**config.mk**
```make
export PLATFORM = sky130hd
export DESIGN_NAME = calc_program_loader
export DESIGN_NICKNAME = d
export VERILOG_FILES = /design/src/rtl/calc_program_loader.sv
export SDC_FILE = /design/constraint.sdc
export NUM_CORES = 1
export LEC_CHECK = 0
export CAP_MARGIN = 20
export CORE_MARGIN = 2
export CORE_UTILIZATION = 45
export CTS_CLUSTER_SIZE = 16
export DETAILED_ROUTE_END_ITERATION = 6
export GPL_TIMING_DRIVEN = 0
export PLACE_DENSITY = 0.62
export SLEW_MARGIN = 10
export SYNTH_ARGS = -nofsm -noshare
export SYNTH_HDL_FRONTEND = slang
export SYNTH_SLANG_ARGS = --single-unit
```
**constraint.sdc**
```tcl
create_clock -name clk -period 5.93 [get_ports clk]
set_input_delay 0.8895 -clock clk [delete_from_list [all_inputs] [get_ports clk]]
set_output_delay 0.8895 -clock clk [all_outputs]
set_load 0.1 [all_outputs]
```
**src/rtl/calc_program_loader.sv**
```systemverilog
// Writer side of the calculator instruction interface: buffers op/A/B entries,
// then resets the calculator, streams DEPTH words and waits out execution.
module calc_program_loader #(
  parameter int DEPTH       = 16,
  parameter int EXEC_CYCLES = 17
) (
  input  logic                     clk,
  input  logic                     reset,
  input  logic                     in_valid,
  output logic                     in_ready,
  input  logic [1:0]               in_op,
  input  logic [7:0]               in_a,
  input  logic [7:0]               in_b,
  input  logic                     start,
  output logic                     calc_reset,
  output logic [17:0]              dout,
  output logic                     busy,
  output logic                     done,
  output logic [$clog2(DEPTH):0]   count
);

  localparam int PTR_W = $clog2(DEPTH);
  localparam int CNT_W = PTR_W + 1;
  localparam int EXE_W = (EXEC_CYCLES > 1) ? $clog2(EXEC_CYCLES) : 1;
  localparam logic [PTR_W-1:0] K_LAST  = PTR_W'(DEPTH - 1);
  localparam logic [EXE_W-1:0] E_LAST  = EXE_W'(EXEC_CYCLES - 1);
  localparam logic [CNT_W-1:0] CNT_MAX = CNT_W'(DEPTH);

  typedef enum logic [2:0] {IDLE, RST, STREAM, EXEC, DONE} state_t;

  state_t            state_q;
  logic [PTR_W-1:0]  k_q;
  logic [EXE_W-1:0]  e_q;
  logic [CNT_W-1:0]  count_q;
  logic              calc_reset_q;
  logic [17:0]       dout_q;
  logic              busy_q;
  logic              done_q;
  logic [17:0]       mem_q [DEPTH];

  logic              accept;
  logic [CNT_W-1:0]  k_nxt_d;

  assign in_ready = (state_q == IDLE) && (count_q < CNT_MAX);
  assign accept   = in_valid && in_ready;
  assign k_nxt_d  = {1'b0, k_q} + CNT_W'(1);

  assign calc_reset = calc_reset_q;
  assign dout       = dout_q;
  assign busy       = busy_q;
  assign done       = done_q;
  assign count      = count_q;

  // Instruction buffer: payload only, never reset.
  always_ff @(posedge clk) begin
    if (accept) mem_q[count_q[PTR_W-1:0]] <= {in_op, in_a, in_b};
  end

  always_ff @(posedge clk or posedge reset) begin
    if (reset) begin
      state_q      <= IDLE;
      k_q          <= '0;
      e_q          <= '0;
      count_q      <= '0;
      calc_reset_q <= 1'b1;
      dout_q       <= '0;
      busy_q       <= 1'b0;
      done_q       <= 1'b0;
    end else begin
      done_q <= 1'b0;
      if (accept) count_q <= count_q + CNT_W'(1);
      case (state_q)
        IDLE: begin
          // count_q here is the pre-accept value; a same-cycle entry still joins the run
          if (start && (count_q != '0)) begin
            state_q      <= RST;
            calc_reset_q <= 1'b1;
            dout_q       <= mem_q[0];
            busy_q       <= 1'b1;
          end
        end
        RST: begin
          state_q      <= STREAM;
          k_q          <= '0;
          calc_reset_q <= 1'b0;
          dout_q       <= mem_q[0];
        end
        STREAM: begin
          if (k_q == K_LAST) begin
            state_q <= EXEC;
            e_q     <= '0;
            dout_q  <= '0;
          end else begin
            k_q    <= k_nxt_d[PTR_W-1:0];
            dout_q <= (k_nxt_d < count_q) ? mem_q[k_nxt_d[PTR_W-1:0]] : 18'h0;
          end
        end
        EXEC: begin
          if (e_q == E_LAST) begin
            state_q <= DONE;
            done_q  <= 1'b1;
            count_q <= '0;
          end else begin
            e_q <= e_q + EXE_W'(1);
          end
        end
        DONE: begin
          state_q <= IDLE;
          busy_q  <= 1'b0;
        end
        default: begin
          state_q <= IDLE;
          busy_q  <= 1'b0;
        end
      endcase
    end
  end

endmodule

```
==> results.cfg <==
[synth]
muxShareOfSynthArea_pct = 12.3
synth_xor_area_share_pct = 0.588
synth_simple_gate_area_share_pct = 5.00
synthCells = 721
synth_area_leaders = edfxtp_1 66%, mux4_2 12%, dfrtp_1 7.0%
syn_avg_cell_area_um2 = 18.3
synth_top_cell_area_share_pct = 65.5
ys.flop_type = edfxtp_1
synth_top_family_by_area = multiplexers
synth_compound_area_share_pct = 5.74
yosysUniqueCellTypes = 45
syn_area_mm2 = 0.0132
synth_top_area_cell = edfxtp_1
synth_fa_ha_area_share_pct = 1.04
async_flop_share_pct = 11.7
seq_area_frac_synth_pct = 72.7
ys_ff_latch = 326
synth_edf_count = 288
postSynthNetCount = 754
yosysWarnings = 0

[route]
wl_per_cell_um = 25.4
drc_errors = 0
dr.pass1.iters = 5
via_per_inst = 5.93
wl_um = 31100
drt_iter0_drc = 877
vias = 7253
drtAntennaViolNets = 0

[min_path]
hold_path_class = reg -> reg
hold_path_startpoint = busy
min_path_cells = 2
hold-path-endpoint = busy

[sta]
slew_headroom_pct = 33.8
worst_slew_pin_slew_ps = 990
finalCriticalPeriod_ps = 3470
fmax_ghz = 0.288
drv_slew = 0
setup_viol = 0
hold_viol_final = 0
finalCritPeriodShare_pct = 58.5
grt_setup_unrepaired = no
finalClockSkew_ps = 14.3
final.setup.tns_ps = 0

[clock_tree]
cts_tree = built
cts_buffers = 34
clkSinkCount = 326
cts_buffer_depth = 3
clkTransAtPathRegs_ps = 60
cts-resized-gates = 0
holdBufCountCts = 0
clk_latency_ps = 520
htreeDepth = 2
root_buffer = clkbuf_16
postCtsSetupBuffers = 0

[critical_path]
r2r_end = dout[15]
end_kind = flop
rr_worst_depth = 11
crit_buf_inv = 4
setup.worst_path.class = reg -> reg
worstPathMaxFanout = 10
reg2reg_slack_ps = 2460
worstPathArrival_ps = 3860
cp_slowest_stage_delay_ps = 630
critical_path.slowest_cell = xnor2_2
cp-startpoint = k_q[1]
cp_top_family = buffers and inverters
crit_path_start_kind = flop
crit_chain = ha_1 -> xnor2_2 -> inv_2 -> buf_2 -> ha_1 -> nand2_1 -> o21ai_0 -> a311o_1 -> buf_2 -> buf_6 -> o31ai_1
required_ps = 6320
r2r_start = k_q[1]

[run_status]
status = completed

[global_route]
grt_overflow = 0
grt_pass1_wl_um = 46600
track_usage_pct = 20.7
grt_pass1_vias = 7441
grt_max_degree = 32
antenna_found_initial = 0

[final_layout]
drive_gt1_share_pct = 23.2
syn_to_final_growth_pct = 17.0
fill_cells = 2237
multi_input_area_mm2 = 0.00336
diodes = 0
fin_nets = 850
seq_area_mm2 = 0.00960
fin_util_pct = 53.6

[floorplanning]
die_y_um = 175
start_util_pct = 45.9
design.die.area_mm2 = 0.0307
die_w_um = 175
ioPinCount = 49
std_cell_rows = 62
coreArea_mm2 = 0.0288

[power_and_ir_drop]
ir_drop_uv = 194
leakagePower_uw = 0.00511
p_per_area_mw_per_mm2 = 531

[flow_run]
drv_cap = 0

[placed_design]
dp.final_hpwl_um = 19400
globalplace.congestion = 0.809
port_buffers = 48
[worst min-delay path: stages, from the launching register on]
cell	delay, ps
dfrtp_1	340
a21oi_1	40
nor2_1	70
[Yosys cell counts, types with 5 or more instances]
master    count
nor3_1        7
buf_6         6
mux4_2       72
dfrtp_1      37
o221ai_1     16
edfxtp_1    288
o31ai_1      18
inv_1        12
o22ai_1      18
and2_1       20
ha_1         11
nor2_1       29
clkbuf_1      9
a211oi_1     19
buf_2        14
o21ai_0       8
buf_4        12
nand3_1       5
a21oi_1       9
nand2_1      72
[state kept, by name, indices dropped and copies added, names as in the netlist]
name        flops
k_q             4
done            1
mem_q         288
dout           18
count           5
state_q         3
busy            1
calc_reset      1
e_q             5
[through the flow]
| stage | area [um^2] | setup WS, ps | total power, uW | hold slack, ps | cells |
|---|---|---|---|---|---|
| 3_3_place_gp | 14200 | 974 | 6130 | 481 | 1153 |
| 4_1_cts | 15400 | 2460 | 8210 | 499 | 1224 |
| 6_report | 15400 | 2460 | 8190 | 500 | 1224 |
| 2_1_floorplan | 13200 | 1080 | 5260 | 495 | 721 |
| 3_5_place_dp | 14400 | 2540 | 6210 | 484 | 1165 |
| 5_1_grt | 15400 | 2260 | 8530 | 525 | 1224 |
[layout make-up]
cell class / instances / area share (%)
buffer: 43 / 1.89
clock buffer: 40 / 5.80
clock inverter: 19 / 0.932
inverter: 14 / 0.340
multi-input combinational: 338 / 21.8
sequential: 326 / 62.2
tap: 384 / 3.11
timing repair buffer: 60 / 3.95
[how the worst max path moves through the flow]
stage	endpoint	slack (ps)	cells after the start
floorplan	mem_q[0][0]	1080	4
global placement	mem_q[8][9]	970	4
detailed placement	dout[15]	2540	11
CTS	in_ready	2460	3
global route	dout[15]	2260	11
finish	dout[15]	2460	11
[where the power goes]
part           switching (uW)  internal (uW)  total [uW]  leakage [uW]
clock network             847           1160        2010      0.000506
logic                    2150           1280        3430       0.00157
registers                 123           2630        2750       0.00304
[layout by cell type, fill, tap and decap left out, drive strengths merged, types with 3 or more instances in the layout]
cell type      netlist  routed
edfxtp             288     288
nand2               73      73
mux4                72      72
clkbuf               9      49
clkdlybuf4s50        0      48
buf                 34      46
dfrtp               37      37
nor2                30      30
and2                20      20
a211oi              19      19
o22ai               19      19
o31ai               18      18
o221ai              18      18
inv                 14      15
clkinv               0      14
ha                  11      11
a21oi                9       9
o21ai                8       8
nor3                 7       7
nand3                6       6
xnor2                5       5
xor2                 3       3
nand4                3       3
nand2b               3       3
[logic make-up after synthesis]
group                    Yosys count
XOR/XNOR                           8
AND/OR/NAND/NOR                  146
buffers and inverters             57
AO/OA/AOI/OAI                    101
multiplexers                      72
flip-flops                       326
adder cells (fa/ha/maj)           11
[per-layer routing]
layer,up-vias,global-route usage (%),share of wire (%)
li1,3100,-,-
met1,3750,29.0,41
met2,343,33.2,48
met3,60,3.70,8.0
met4,0,6.94,3.1
met5,-,0,0
No activity file was read; power rests on OpenSTA's default activity.
